<file path="config.mk">
export PLATFORM = sky130hd
export DESIGN_NAME = rc_perst_conditioner
export DESIGN_NICKNAME = d
export VERILOG_FILES = /design/src/rtl/bmc_cpld_pkg.sv /design/src/rtl/ms_tick_gen.sv /design/src/rtl/rc_perst_conditioner.sv
export SDC_FILE = /design/constraint.sdc
export NUM_CORES = 1
export LEC_CHECK = 0
export BUFFER_PORTS_ARGS = -buffer_cell sky130_fd_sc_hd__buf_4
export CAP_MARGIN = 20
export CORE_ASPECT_RATIO = 0.6
export CORE_MARGIN = 2
export CORE_UTILIZATION = 42
export CTS_BUF_LIST = sky130_fd_sc_hd__clkbuf_16
export CTS_CLUSTER_DIAMETER = 150
export DETAILED_ROUTE_END_ITERATION = 7
export PLACE_DENSITY_LB_ADDON = 0.08
export SLEW_MARGIN = 0
export SYNTH_ARGS = -nofsm -noshare
export SYNTH_HDL_FRONTEND = slang
export SYNTH_SLANG_ARGS = --single-unit
</file>
<file path="constraint.sdc">
create_clock -name clock -period 2.3 [get_ports clock]
set_clock_uncertainty 0.1 [all_clocks]
set_input_delay 0.46 -clock clock [delete_from_list [all_inputs] [get_ports clock]]
set_output_delay 0.46 -clock clock [all_outputs]
set_load 0.005 [all_outputs]
</file>
<file path="src/rtl/bmc_cpld_pkg.sv">
// Shared definitions for the BMC CPLD reset-conditioning logic.
// Holds the conditioner FSM state encodings (one-hot), the default
// clock rate in kHz (clock cycles per millisecond) and a saturating
// 8-bit increment helper used by event counters.
package bmc_cpld_pkg;

  localparam int unsigned CLK_FREQ_KHZ_DEF = 25000;

  // One-hot FSM encodings. Bit 2 is the S_DEASSERT flop, which drives
  // the conditioned reset output directly.
  localparam int unsigned ST_W           = 3;
  localparam logic [2:0]  S_ASSERT       = 3'b001;
  localparam logic [2:0]  S_ARMED        = 3'b010;
  localparam logic [2:0]  S_DEASSERT     = 3'b100;
  localparam int unsigned S_DEASSERT_BIT = 2;

  function automatic logic [7:0] sat_inc8(input logic [7:0] v);
    return (v == 8'hFF) ? v : v + 8'd1;
  endfunction

endpackage

</file>
<file path="src/rtl/ms_tick_gen.sv">
// Free-running millisecond tick generator.
// Ports:
//   clock       - system clock
//   reset       - asynchronous, active-low reset
//   int_1ms_en  - one-cycle pulse every CLK_FREQ_KHZ cycles; the first
//                 pulse is in the CLK_FREQ_KHZ-th cycle after reset release
module ms_tick_gen
  import bmc_cpld_pkg::*;
#(
  parameter int unsigned CLK_FREQ_KHZ = CLK_FREQ_KHZ_DEF
) (
  input  logic clock,
  input  logic reset,
  output logic int_1ms_en
);

  localparam int unsigned      DIV_W    = (CLK_FREQ_KHZ > 1) ? $clog2(CLK_FREQ_KHZ) : 1;
  localparam logic [DIV_W-1:0] DIV_LAST = DIV_W'(CLK_FREQ_KHZ - 1);

  logic [DIV_W-1:0] r_div;

  always_ff @(posedge clock or negedge reset) begin
    if (!reset) begin
      r_div <= '0;
    end else if (r_div == DIV_LAST) begin
      r_div <= '0;
    end else begin
      r_div <= r_div + DIV_W'(1);
    end
  end

  // Decoded straight from the divider register so the pulse lands in the
  // same cycle the divider shows its terminal value.
  assign int_1ms_en = (r_div == DIV_LAST);

endmodule

</file>
<file path="src/rtl/rc_perst_conditioner.sv">
// PERST# conditioner for the SG2042 root-complex reset feeding the BMC
// PCIe reset stage. Synchronizes and de-glitches the raw PERST#, then
// enforces a minimum reset-low time before releasing the conditioned
// reset.
// Ports:
//   clock        - system clock
//   reset        - asynchronous, active-low reset
//   perst_raw_n  - raw PERST# (asynchronous, low = reset)
//   rc_pcie_rst  - conditioned PERST# (low = reset), straight from a flop
//   int_1ms_en   - 1 ms tick pulse, shared with other reset timers
//   perst_glitch - one-cycle pulse when a level change is rejected
//   perst_cnt    - accepted PERST# assertions, saturating at 255
module rc_perst_conditioner
  import bmc_cpld_pkg::*;
#(
  parameter int unsigned CLK_FREQ_KHZ  = CLK_FREQ_KHZ_DEF,
  parameter int unsigned GLITCH_CYCLES = 16,
  parameter int unsigned MIN_LOW_MS    = 2
) (
  input  logic       clock,
  input  logic       reset,
  input  logic       perst_raw_n,
  output logic       rc_pcie_rst,
  output logic       int_1ms_en,
  output logic       perst_glitch,
  output logic [7:0] perst_cnt
);

  localparam int unsigned      FCNT_W    = $clog2(GLITCH_CYCLES + 1);
  localparam logic [FCNT_W-1:0] FCNT_LAST = FCNT_W'(GLITCH_CYCLES - 1);
  localparam logic [7:0]        MS_LAST   = 8'(MIN_LOW_MS);

  logic              w_tick;
  logic              r_sync1;
  logic              r_sync2;
  logic              r_filt;
  logic [FCNT_W-1:0] r_fcnt;
  logic              r_glitch;
  logic [ST_W-1:0]   r_state;
  logic [ST_W-1:0]   w_state_nxt;
  logic [7:0]        r_ms_cnt;
  logic [7:0]        w_ms_nxt;
  logic [7:0]        r_cnt;
  logic [7:0]        w_cnt_nxt;

  ms_tick_gen #(
    .CLK_FREQ_KHZ(CLK_FREQ_KHZ)
  ) u_tick (
    .clock      (clock),
    .reset      (reset),
    .int_1ms_en (w_tick)
  );

  always_ff @(posedge clock or negedge reset) begin
    if (!reset) begin
      r_sync1 <= 1'b0;
      r_sync2 <= 1'b0;
    end else begin
      r_sync1 <= perst_raw_n;
      r_sync2 <= r_sync1;
    end
  end

  // Glitch filter. The acceptance branch is tested first, so a cycle that
  // completes the stable run can never also flag a glitch.
  always_ff @(posedge clock or negedge reset) begin
    if (!reset) begin
      r_filt   <= 1'b0;
      r_fcnt   <= '0;
      r_glitch <= 1'b0;
    end else begin
      r_glitch <= 1'b0;
      if (r_sync2 != r_filt) begin
        if (r_fcnt == FCNT_LAST) begin
          r_filt <= r_sync2;
          r_fcnt <= '0;
        end else begin
          r_fcnt <= r_fcnt + FCNT_W'(1);
        end
      end else if (r_fcnt != '0) begin
        r_fcnt   <= '0;
        r_glitch <= 1'b1;
      end
    end
  end

  always_comb begin
    w_state_nxt = r_state;
    w_ms_nxt    = r_ms_cnt;
    w_cnt_nxt   = r_cnt;
    case (r_state)
      S_ASSERT: begin
        // Tick that brings ms_cnt to MIN_LOW_MS+1 ends the low window;
        // entry mid-interval means at least MIN_LOW_MS whole ms elapse.
        if (w_tick) begin
          w_ms_nxt = r_ms_cnt + 8'd1;
          if (r_ms_cnt == MS_LAST) begin
            w_state_nxt = r_filt ? S_DEASSERT : S_ARMED;
          end
        end
      end
      S_ARMED: begin
        if (r_filt) begin
          w_state_nxt = S_DEASSERT;
        end
      end
      S_DEASSERT: begin
        // Clearing ms_cnt here also discards a tick landing on entry.
        if (!r_filt) begin
          w_state_nxt = S_ASSERT;
          w_ms_nxt    = '0;
          w_cnt_nxt   = sat_inc8(r_cnt);
        end
      end
      default: begin
        w_state_nxt = S_ASSERT;
        w_ms_nxt    = '0;
      end
    endcase
  end

  always_ff @(posedge clock or negedge reset) begin
    if (!reset) begin
      r_state  <= S_ASSERT;
      r_ms_cnt <= '0;
      r_cnt    <= '0;
    end else begin
      r_state  <= w_state_nxt;
      r_ms_cnt <= w_ms_nxt;
      r_cnt    <= w_cnt_nxt;
    end
  end

  assign rc_pcie_rst  = r_state[S_DEASSERT_BIT];
  assign int_1ms_en   = w_tick;
  assign perst_glitch = r_glitch;
  assign perst_cnt    = r_cnt;

endmodule

</file>
# == After elaboration in Yosys (flattened, before gate mapping) ==
# Cells that the tools add are included.
# op_classes
addsub,4
n_mux,15
n_reduce_logical,6
eq_ne,12
bitwise_logic,3
# op_table
operator,n
one-hot mux 8 bit (3 select lines),1
adder 8 x 1 -> 8 bit (second input constant),2
2-to-1 mux 8 bit,2
adder 15 x 1 -> 15 bit (second input constant),1
equality test 15 bit (second input constant),1
2-to-1 mux 15 bit,1
2-to-1 mux 3 bit,5
2-to-1 mux 5 bit,3
one-hot mux 3 bit (3 select lines),1
equality test 8 x 2 -> 1 bit (second input constant),1
equality test 8 bit (second input constant),1
!= test 2 bit (second input constant),4
AND reduction 3 bit,2
adder 5 x 1 -> 5 bit (second input constant),1
equality test 5 x 4 -> 1 bit (second input constant),1
nonzero test 5 bit,1
AND reduction 4 bit,1
equality test 3 x 1 -> 1 bit (second input constant),1
equality test 3 x 2 -> 1 bit (second input constant),1
equality test 3 bit (second input constant),1
NOT 1 bit,3
2-to-1 mux 1 bit,2
AND reduction 2 bit,1
nonzero test 2 bit,1
!= test 1 bit,1
# totals
in_bits,3
register_bits,43

# == Logic depth before layout (Yosys ltp) ==
# Gate-level depths: netlist of the first run.
# depth
word_depth,4
ltp_mapped,6
mapped_depth_nobuf,6

# == Hierarchy ==
# From an unflattened synthesis of the first run, not the netlist that was laid out.
# hier_totals
cells_unflattened,208
hier_area_um2,2265.9
# modules_own_cells
mod,cells_per_inst,area_each_um2,n_inst
rc_perst_conditioner,133,1481.4,1
ms_tick_gen,75,784.5,1

# == Worst setup path before layout of the first run ==
# OpenSTA, ideal clock, no wires.
# synth_timing
kind,register to register
from,register u_tick.r_div[10]
to,register r_ms_cnt[3]
setup_time_ns,0.087
path_slack_ns,-0.067
n_path_buf,1
t_arrival_ns,2.180
stages_incl_launch_ff,6
cell_sequence,dfrtp_1 > or4b_4 > or4_4 > buf_6 > or4_1 > o211ai_1
# synth_via
elab_chain_len,3
# synth_lines
element,line,rtl
start: declaration,ms_tick_gen.sv:20,logic [DIV_W-1:0] r_div;
start signal: assignment,ms_tick_gen.sv:28,r_div <= r_div + DIV_W'(1);
equality test 15 bit,ms_tick_gen.sv:34,assign int_1ms_en = (r_div == DIV_LAST);
!= test 2 bit (no source line),--,
AND reduction 3 bit (no source line),--,
end signal: assignment,rc_perst_conditioner.sv:129,r_ms_cnt <= w_ms_nxt;
end: declaration,rc_perst_conditioner.sv:41,logic [7:0] r_ms_cnt;
# No other way between the ends.
# A chain may end at the register's enable or synchronous reset.

# == Worst setup path in the final report of the first run ==
# layout_timing
from,register u_tick.r_div[9]
to,output int_1ms_en
# layout_via
elab_chain_len,1
# layout_lines
element,line,rtl
equality test 15 bit,ms_tick_gen.sv:34,
end: declaration,rc_perst_conditioner.sv:24,"output logic int_1ms_en,"
# No other way between the ends.

==> run_results.csv, run 1 <==
group,metric,value,unit
place,finalWeightedCongestion,0.844,
outcome,status,"finished with violations",
cells_and_area,final_util,0.550,
pwr,cellLeakagePower,1.19,nW
pwr,vdd.ir_drop.worst,0.404,mV
synthesis,gate_count_of_the_mapped_netlist,205,
worst_setup_path,worstPathArrival,1.75,ns
floorplan,die_h,59.1,um
synthesis,number_of_synthesized_flops_with_an_enable_pin,0,
synthesis,asyncSetResetFlopFracSynth,1.00,
synthesis,share_of_synthesized_area_occupied_by_flip_flops_and_latches,0.508,
timing,rsz_0062_raised_after_global_routing,"true",
cells_and_area,layout.cells.most_common_list,"42 x sky130_fd_sc_hd__dfrtp_1, 27 x sky130_fd_sc_hd__buf_4, 18 x sky130_fd_sc_hd__nand3_1",
place,placedInstanceArea,2390,sq um
cells_and_area,drive_gt1_frac,0.208,
worst_setup_path,sort_of_element_at_the_start_of_the_critical_path,"flop",
detailed_routing,detail_route.iter0.violations,72,
cts,cts-buffers-inserted,5,
floorplan,num_rows,19,
floorplan,io-pin-count,14,
cts,cts.sinks,43,
hold_path,worstHoldPathType,"in2async",
place,buffer_ports.inserted,13,
detailed_routing,route.antenna.remaining_nets,0,
cts,clock_path_buffers,2,
synthesis,most_common_flop_cell_mapped_by_yosys,"sky130_fd_sc_hd__dfrtp_1",
global_routing,grt_first_pass_wirelength,8.05,mm
worst_setup_path,critical_path_peak_fanout,2,
floorplan,design.die.area,5660,sq um
global_routing,grt_max_degree,44,
run,max_capacitance_violation_count,0,
synthesis,ys.warnings.count,0,
worst_setup_path,worstSetupEndpointType,"primary output",
cells_and_area,fill_cells,405,
detailed_routing,drt_pass1_iterations,4,
timing,setup_viol,1,
global_routing,antenna_found_initial,0,
timing,whs,0.0660,ns
timing,maxSlewViolCount,0,
detailed_routing,routed_wirelength,4.67,mm
pwr,power.density,652,nW/um^2
floorplan,core,4710,sq um
detailed_routing,detailroute.via_count,1605,
cts,htree_levels,2,
synthesis,mappedNetlistArea,2120,sq um
place,post-dp-hpwl,3.29,mm
timing,max_slew.worst_pin.slew,0.615,ns
cts,clk-insertion-delay-late,0.28,ns
cts,reg_clk_slew_reported_paths,0.06,ns
cells_and_area,num-nets-final,244,
timing,hold_viol_final,0,
synthesis,synth_seq_cells,43,
worst_setup_path,timing.setup.critical_path_class,"reg2out",
timing,timing.fmax,434,MHz
timing,totalNegativeSetupSlack,-0.00543,ns
cts,ctsHoldBuffers,0,
global_routing,grt_overflow_total,0,
synthesis,post_synth.cell_area_avg,10.4,sq um
timing,min_period_over_period,1.00,
timing,setup_ws,-0.00543,ns
synthesis,number_of_library_cell_types_mapped_by_synthesis,43,
cells_and_area,post-route-cell-area,2590,sq um
synthesis,synth_fp_nets,214,
cts,tritoncts,"built",
timing,finalCriticalPeriod,2.31,ns
cells_and_area,area_delta_synth_final,22.1,%
global_routing,grt_pass1_vias,1599,
cells_and_area,antenna_cells_inserted,0,
detailed_routing,drc_violations_left,0,
cells_and_area,most_common_library_cell_in_the_layout_ignoring_fill_and_taps,"sky130_fd_sc_hd__dfrtp_1",
timing,max-slew-margin-rel,0.587,
detailed_routing,vias_per_cell,5.37,
cts,clockRootBuffer,"sky130_fd_sc_hd__clkbuf_16",
floorplan,die_width,95.8,um
worst_setup_path,critPathRequiredTime,1.74,ns
detailed_routing,routed_wire_length_per_instance,15.6,um
outcome,failed_checks,"negative setup slack",
floorplan,initial_core_util,0.451,
global_routing,grt.total_usage,0.188,
pwr,totalPowerFinal,1.69,mW
## timing repair
action | 4_1_cts | 5_1_grt
endpoints found under the setup margin | 1 | 4
buffers inserted | 1 | 0
endpoints found under the hold margin | 0 | 0
gates resized for setup | 5 | 1
pin swaps | 2 | 1
## flip-flops by register name, indices dropped and copies added (netlist names)
signal and flops:
u_tick.r_div 15, perst_cnt 8, r_ms_cnt 8, r_fcnt 5, r_state 3, perst_glitch 1, r_filt 1, r_sync1 1
r_sync2 1
## worst paths after layout
path | from | endpoint | slack, ns | cells after the start
worst max-delay path | u_tick.r_div[9]$_DFF_PN0_ | int_1ms_en | -0.005 | 4
worst min-delay path | reset | perst_cnt[1]$_DFFE_PN0P_ | 0.07 | 1
worst max register to register | u_tick.r_div[4]$_DFF_PN0_ | r_ms_cnt[3]$_DFFE_PN0P_ | 0.01 | 4
worst min register to register | r_sync1$_DFF_PN0_ | r_sync2$_DFF_PN0_ | 0.25 | 0
max in group asynchronous | reset | r_state[0]$_DFFE_PN1P_ | 1.66 | 1
min in group clock | perst_raw_n | r_sync1$_DFF_PN0_ | 0.18 | 1
## layout make-up
type,count,area [sq um],area share
Clock inverter,3,38.8,0.0150
Timing Repair Buffer,29,225,0.0870
Sequential cell,43,1080,0.416
Tap cell,63,78.8,0.0304
Inverter,8,30.0,0.0116
Multi-Input combinational cell,148,1010,0.392
Clock buffer,5,125,0.0483
## metrics by stage
stage          instances  setup WS (ns)
6_report             299       -0.00543
5_1_grt              299        -0.0541
4_1_cts              299        0.00321
3_5_place_dp         290         0.0371
3_3_place_gp         290         0.0372
2_1_floorplan        205        -0.0135
## worst max-delay path, cell delays in order (launching register included)
cell                      delay [ns]
sky130_fd_sc_hd__dfrtp_1        0.39
sky130_fd_sc_hd__buf_6          0.12
sky130_fd_sc_hd__or4b_4         0.54
sky130_fd_sc_hd__nor4_4         0.25
sky130_fd_sc_hd__buf_4          0.16
## where the power goes
part           internal [mW]  switching, mW
sequential             0.782         0.0228
clock                  0.506          0.284
combinational         0.0396         0.0528
## Yosys cell counts, types with 6 or more instances
cell type | count | area share
sky130_fd_sc_hd__o21ai_0 | 6 | 0.014
sky130_fd_sc_hd__xor2_1 | 13 | 0.054
sky130_fd_sc_hd__xnor2_1 | 9 | 0.037
sky130_fd_sc_hd__nand4_1 | 7 | 0.021
sky130_fd_sc_hd__a31oi_1 | 6 | 0.018
sky130_fd_sc_hd__nor2_1 | 17 | 0.030
sky130_fd_sc_hd__nand2_1 | 12 | 0.021
sky130_fd_sc_hd__inv_1 | 8 | 0.014
sky130_fd_sc_hd__nand3_1 | 18 | 0.042
sky130_fd_sc_hd__ha_1 | 6 | 0.035
sky130_fd_sc_hd__dfrtp_1 | 42 | 0.50
## per-layer routing
metal	GRT usage	routed length, um	vias up
met3	0.0394	164	7
li1	-	-	795
met4	0.0490	55	0
met2	0.264	1970	24
met5	0	0	-
met1	0.294	2480	779
## logic make-up (layout without fill, tap and decap cells)
group | Yosys count | count (layout) | synth area share
DFF | 43 | 43 | 0.508
AOI/OAI and AO/OA | 29 | 29 | 0.0902
and+or+nand+nor | 89 | 89 | 0.236
muxes | 2 | 2 | 0.0106
buffers and inverters | 14 | 45 | 0.0289
xor gates and xnor gates | 22 | 22 | 0.0908
adders and majority gates | 6 | 6 | 0.0354
No activity file was read; power rests on OpenSTA's default activity.
==> run 2: changes to the inputs <==
--- a/config.mk
+++ b/config.mk
@@ -7,6 +7,8 @@
 export LEC_CHECK = 0
 export BUFFER_PORTS_ARGS = -buffer_cell sky130_fd_sc_hd__buf_4
 export CAP_MARGIN = 20
+export CELL_PAD_IN_SITES_DETAIL_PLACEMENT = 1
+export CELL_PAD_IN_SITES_GLOBAL_PLACEMENT = 1
 export CORE_ASPECT_RATIO = 0.6
 export CORE_MARGIN = 2
 export CORE_UTILIZATION = 42
@@ -14,6 +16,7 @@
 export CTS_CLUSTER_DIAMETER = 150
 export DETAILED_ROUTE_END_ITERATION = 7
 export PLACE_DENSITY_LB_ADDON = 0.08
+export SETUP_SLACK_MARGIN = 0.02
 export SLEW_MARGIN = 0
 export SYNTH_ARGS = -nofsm -noshare
 export SYNTH_HDL_FRONTEND = slang
==> run 2 against run 1 <==
Effect of this change:
- the flow still finishes with violations (negative setup slack)
- count of clock-buffer cells in the layout stayed put
- critical path depth is 1 higher
- combinational power is 2.4% higher
- flip-flop and latch count stayed put
- power is 6.6% lower
- hold slack worse by 0.012 ns
- worst setup slack worse by 0.044 ns
- die area stayed put
- non-clock buffer count is 6 higher
- sequential share of layout area is 0.36 points lower
- first-iteration DRC count is 5.6% higher
==> run_results.csv, run 2 (synthesized netlist as in run 1, its figures left out) <==
group,metric,value,unit
cts,clk-insertion-delay-late,0.28,ns
pwr,cellLeakagePower,1.21,nW
timing,rsz_0062_raised_after_global_routing,"true",
global_routing,grt_max_degree,44,
run,max_capacitance_violation_count,0,
place,worst_slack_after_detailed_placement,-0.0501,ns
place,dp.cells,287,
cts,clock_path_buffers,2,
detailed_routing,drt_pass1_iterations,4,
timing,whs,0.0538,ns
worst_setup_path,critical_path.reg2reg.endpoint,"r_ms_cnt[5]$_DFFE_PN0P_",
timing,hold_viol_final,0,
outcome,failed_checks,"negative setup slack",
cts,cts-buffers-inserted,5,
cells_and_area,final_util,0.555,
cts,reg_clk_slew_reported_paths,0.06,ns
cells_and_area,multiInputGateArea,1020,sq um
worst_setup_path,sort_of_element_at_the_start_of_the_critical_path,"flop",
hold_path,worstHoldPathType,"in2async",
worst_setup_path,worstSetupEndpointType,"flop",
timing,timing.fmax,426,MHz
cells_and_area,antenna_cells_inserted,0,
cells_and_area,post-route-cell-area,2610,sq um
cells_and_area,largest_register,"u_tick.r_div",
global_routing,grt_first_pass_wirelength,9.52,mm
cts,htree_levels,2,
cells_and_area,fill_cells,516,
worst_setup_path,critical_path_peak_fanout,6,
timing,setup_ws,-0.0493,ns
detailed_routing,routed_wire_length_per_instance,18.1,um
timing,finalCriticalPeriod,2.35,ns
cells_and_area,drive_gt1_frac,0.227,
pwr,totalPowerFinal,1.58,mW
cells_and_area,num-nets-final,250,
worst_setup_path,timing.setup.critical_path_class,"reg2reg",
cells_and_area,most_common_library_cell_in_the_layout_ignoring_fill_and_taps,"sky130_fd_sc_hd__dfrtp_1",
cts,cts.sinks,43,
pwr,vdd.ir_drop.worst,0.397,mV
cts,clockRootBuffer,"sky130_fd_sc_hd__clkbuf_16",
worst_setup_path,r2r_setup_slack,-0.05,ns
place,post-dp-hpwl,3.76,mm
global_routing,antenna_found_initial,0,
global_routing,grt_pass1_vias,1857,
detailed_routing,routed_wirelength,5.51,mm
detailed_routing,vias_per_cell,5.61,
cells_and_area,layout.cells.most_common_list,"42 x sky130_fd_sc_hd__dfrtp_1, 33 x sky130_fd_sc_hd__buf_4, 18 x sky130_fd_sc_hd__nand3_1",
worst_setup_path,worstPathArrival,2.45,ns
detailed_routing,detailroute.via_count,1712,
timing,max-slew-margin-rel,0.599,
timing,setup_viol,3,
timing,totalNegativeSetupSlack,-0.103,ns
outcome,status,"finished with violations",
pwr,power.density,603,nW/um^2
global_routing,grt_overflow_total,0,
detailed_routing,route.antenna.remaining_nets,0,
cts,tritoncts,"built",
worst_setup_path,r2r_start,"u_tick.r_div[11]$_DFF_PN0_",
floorplan,initial_core_util,0.451,
floorplan,io-pin-count,14,
place,buffer_ports.inserted,13,
place,placedInstanceArea,2360,sq um
worst_setup_path,critPathRequiredTime,2.40,ns
place,finalWeightedCongestion,0.837,
floorplan,die_h,59.1,um
floorplan,design.die.area,5660,sq um
cells_and_area,area_delta_synth_final,23.1,%
cells_and_area,final-seq-area,1080,sq um
floorplan,core,4710,sq um
floorplan,num_rows,19,
timing,maxSlewViolCount,0,
detailed_routing,detail_route.iter0.violations,76,
cells_and_area,final_cells,305,
floorplan,die_width,95.8,um
timing,max_slew.worst_pin.slew,0.598,ns
detailed_routing,drc_violations_left,0,
timing,min_period_over_period,1.02,
global_routing,grt.total_usage,0.225,
worst_setup_path,ff2ff_path_depth,5,
cells_and_area,largest_reg_flops,15,
==> run 2: cell types whose count changed in the layout (fill, tap and decap cells not counted) <==
cell | previous run | this run
sky130_fd_sc_hd__buf_4 | 27 | 33
sky130_fd_sc_hd__bufinv_16 | 1 | 0
sky130_fd_sc_hd__inv_1 | 8 | 9
sky130_fd_sc_hd__or4_1 | 2 | 1
sky130_fd_sc_hd__or4_4 | 1 | 2
==> run 2: layer usage <==
metal,GRT usage,wire length [um]
met5,0,0
met3,0.0483,135
met4,0.0776,92
met1,0.313,2670
met2,0.352,2610
==> run 2: worst max path at each step <==
stage                          startpoint                      end  slack, ns  depth (start not counted)
6_report       u_tick.r_div[11]$_DFF_PN0_  r_ms_cnt[5]$_DFFE_PN0P_      -0.05                          5
5_1_grt        u_tick.r_div[11]$_DFF_PN0_  r_ms_cnt[5]$_DFFE_PN0P_       -0.1                          5
4_1_cts         u_tick.r_div[3]$_DFF_PN0_               int_1ms_en      -0.03                          4
3_5_place_dp    u_tick.r_div[7]$_DFF_PN0_  r_ms_cnt[3]$_DFFE_PN0P_      -0.05                          4
3_3_place_gp    u_tick.r_div[7]$_DFF_PN0_  r_ms_cnt[3]$_DFFE_PN0P_     -0.002                          4
2_1_floorplan   u_tick.r_div[4]$_DFF_PN0_  r_ms_cnt[3]$_DFFE_PN0P_      -0.01                          5
==> run 2: what timing repair did <==
action | in CTS | in global routing
endpoints found under the hold margin | 0 | 0
gates cloned | 0 | 0
pin swaps | 2 | 3
setup endpoints to repair | 4 | 5
buffers inserted | 3 | 7
hold buffers | 0 | 0
resized for setup | 6 | 1
==> run 2: worst max-delay path, stage by stage (launching register included) <==
cell and delay (ns):
sky130_fd_sc_hd__dfrtp_1 0.38, sky130_fd_sc_hd__or4b_4 0.58, sky130_fd_sc_hd__or4_4 0.60, sky130_fd_sc_hd__buf_4 0.16
sky130_fd_sc_hd__o31a_1 0.28, sky130_fd_sc_hd__a31oi_1 0.15
==> run 2: report_power, final <==
part | total (mW) | switching [mW] | internal, mW
clock network | 0.674 | 0.281 | 0.392
registers | 0.807 | 0.0254 | 0.782
logic | 0.0946 | 0.0545 | 0.0402
total | 1.58 | 0.361 | 1.21
==> run 2: area by class of cell <==
class,instances,share of cell area
multi-input combinational,148,0.390
clock inverter,3,0.00479
sequential,43,0.412
inverter,8,0.0115
clock buffer,5,0.0479
tap,63,0.0302
timing repair buffer,35,0.103
==> run 3: changes to the inputs <==
--- a/config.mk
+++ b/config.mk
@@ -16,6 +16,7 @@
 export CTS_CLUSTER_DIAMETER = 150
 export DETAILED_ROUTE_END_ITERATION = 7
 export PLACE_DENSITY_LB_ADDON = 0.08
+export RECOVER_POWER = 25
 export SETUP_SLACK_MARGIN = 0.02
 export SLEW_MARGIN = 0
 export SYNTH_ARGS = -nofsm -noshare
==> run 3 against run 2 <==
Effect of this change:
- the flow still finishes with violations (negative setup slack)
- via count decreased by 0.58%
- wire length about the same
- sequential share of layout area about the same
- critical path depth decreased by 1
- global-route usage unchanged
- combinational power decreased by 0.6%
- cell count unchanged
- die area unchanged
- largest cell class unchanged
- highest routed layer unchanged
==> run_results.csv, run 3 (synthesized netlist as in run 1, its figures left out) <==
group,metric,value,unit
outcome,status,"finished with violations",
outcome,failed_checks,"negative setup slack",
pwr,vdd.ir_drop.worst,0.398,mV
global_routing,grt_first_pass_wirelength,9.52,mm
timing,maxSlewViolCount,0,
cells_and_area,largest_register,"u_tick.r_div",
detailed_routing,vias_per_cell,5.58,
floorplan,design.die.area,5660,sq um
worst_setup_path,sort_of_element_at_the_start_of_the_critical_path,"flop",
floorplan,die_width,95.8,um
cells_and_area,num-nets-final,250,
worst_setup_path,worstPathArrival,2.45,ns
cells_and_area,post-route-cell-area,2610,sq um
cts,cts.sinks,43,
cts,clk-insertion-delay-late,0.28,ns
cts,clock_path_buffers,2,
global_routing,grt_overflow_total,0,
timing,min_period_over_period,1.02,
global_routing,grt.total_usage,0.225,
timing,max-slew-margin-rel,0.282,
detailed_routing,drc_violations_left,0,
place,buffer_ports.inserted,13,
floorplan,die_h,59.1,um
timing,timing.fmax,426,MHz
run,max_capacitance_violation_count,0,
cells_and_area,most_common_library_cell_in_the_layout_ignoring_fill_and_taps,"sky130_fd_sc_hd__dfrtp_1",
floorplan,core,4710,sq um
timing,setup_ws,-0.0452,ns
cts,cts-buffers-inserted,5,
timing,setup_viol,3,
detailed_routing,highest-signal-layer,"met4",
worst_setup_path,critPathRequiredTime,2.40,ns
worst_setup_path,worstSetupEndpointType,"flop",
timing,max_slew.worst_pin.slew,1.08,ns
worst_setup_path,critical_path_peak_fanout,6,
cts,ctsHoldBuffers,0,
pwr,cellLeakagePower,1.20,nW
timing,rsz_0062_raised_after_global_routing,"true",
pwr,switching_share,0.229,
detailed_routing,routed_wirelength,5.52,mm
cts,clockRootBuffer,"sky130_fd_sc_hd__clkbuf_16",
detailed_routing,routedLengthMet1,2.68,mm
detailed_routing,route.met2.wl,2.61,mm
detailed_routing,route.antenna.remaining_nets,0,
place,finalWeightedCongestion,0.837,
cells_and_area,drive_gt1_frac,0.227,
place,worst_slack_after_detailed_placement,-0.0501,ns
pwr,p_clk_frac,0.428,
place,placedInstanceArea,2360,sq um
cells_and_area,largest_reg_flops,15,
detailed_routing,detail_route.iter0.violations,75,
hold_path,worstHoldPathType,"in2reg",
cells_and_area,area_delta_synth_final,23.0,%
cts,reg_clk_slew_reported_paths,0.06,ns
cts,htree_levels,2,
detailed_routing,detailroute.via_count,1702,
place,post-dp-hpwl,3.76,mm
pwr,p_comb_frac,0.060,
global_routing,grt_max_degree,44,
pwr,power.share.sequential,0.512,
worst_setup_path,timing.setup.critical_path_class,"reg2reg",
global_routing,antenna_found_initial,0,
detailed_routing,routed_wire_length_per_instance,18.1,um
timing,hold_viol_final,0,
timing,totalNegativeSetupSlack,-0.104,ns
pwr,power_report.internal_total,1.21,mW
cts,tritoncts,"built",
floorplan,initial_core_util,0.451,
pwr,power.density,603,nW/um^2
timing,finalCriticalPeriod,2.35,ns
pwr,total_switching_power,0.361,mW
detailed_routing,drt_pass1_iterations,4,
cells_and_area,layout.cells.most_common_list,"42 x sky130_fd_sc_hd__dfrtp_1, 31 x sky130_fd_sc_hd__buf_4, 18 x sky130_fd_sc_hd__nand3_1",
detailed_routing,met3_length,141,um
timing,whs,0.204,ns
cells_and_area,antenna_cells_inserted,0,
floorplan,io-pin-count,14,
global_routing,grt_pass1_vias,1857,
floorplan,num_rows,19,
run 3: final cells by class:
type                    count  area (sq um)
fillers                   517          2100
flip-flops and latches     43          1080
multi-input cells         148          1020
repair buffers             35           268
clock buffers               5           125
well taps                  63          78.8
inverters                   8          30.0
clock inverters             3          12.5
run 3: critical path: stages (launching register included):
cell and delay (ns):
sky130_fd_sc_hd__dfrtp_1 0.38, sky130_fd_sc_hd__or4b_4 0.58, sky130_fd_sc_hd__or4_4 0.60, sky130_fd_sc_hd__or4_4 0.50
sky130_fd_sc_hd__o211ai_1 0.09
run 3: path summary, 6_finish.rpt:
path / from / end / slack (ns) / cells after the start
max in group asynchronous: reset / r_fcnt[0]$_DFFE_PN0P_ / 1.17 / 1
worst min-delay path: perst_raw_n / r_sync1$_DFF_PN0_ / 0.20 / 1
worst min register to register: r_sync1$_DFF_PN0_ / r_sync2$_DFF_PN0_ / 0.26 / 0
worst max register to register: u_tick.r_div[11]$_DFF_PN0_ / r_ms_cnt[3]$_DFFE_PN0P_ / -0.05 / 4
worst max-delay path: u_tick.r_div[11]$_DFF_PN0_ / r_ms_cnt[3]$_DFFE_PN0P_ / -0.05 / 4
min in group asynchronous: reset / perst_cnt[4]$_DFFE_PN0P_ / 0.26 / 1
run 3: per-layer routing:
layer	global-route usage	up-vias
met2	0.352	21
met1	0.313	863
met4	0.0776	0
met3	0.0483	10
li1	-	808
met5	0	-
run 3: stage by stage:
step / util / instances / power, mW
2_1_floorplan: - / 205 / 0.866
3_3_place_gp: 0.502 / 287 / 0.902
3_5_place_dp: 0.502 / 287 / 0.918
4_1_cts: 0.543 / 298 / 1.59
5_1_grt: 0.554 / 305 / 1.65
6_report: 0.554 / 305 / 1.58
run 3: power by group through the flow:
stage	logic (mW)	clock network (mW)	registers [mW]
6_report	0.0940	0.674	0.807
5_1_grt	0.113	0.723	0.811
4_1_cts	0.0978	0.689	0.806
3_5_place_dp	0.0974	0	0.821
3_3_place_gp	0.0853	0	0.817
2_1_floorplan	0.0521	0	0.814
run 3: timing repair:
action / CTS / global route
pin swaps: 2 / 3
resized for setup: 6 / 1
setup endpoints to repair: 4 / 5
setup buffers: 3 / 7
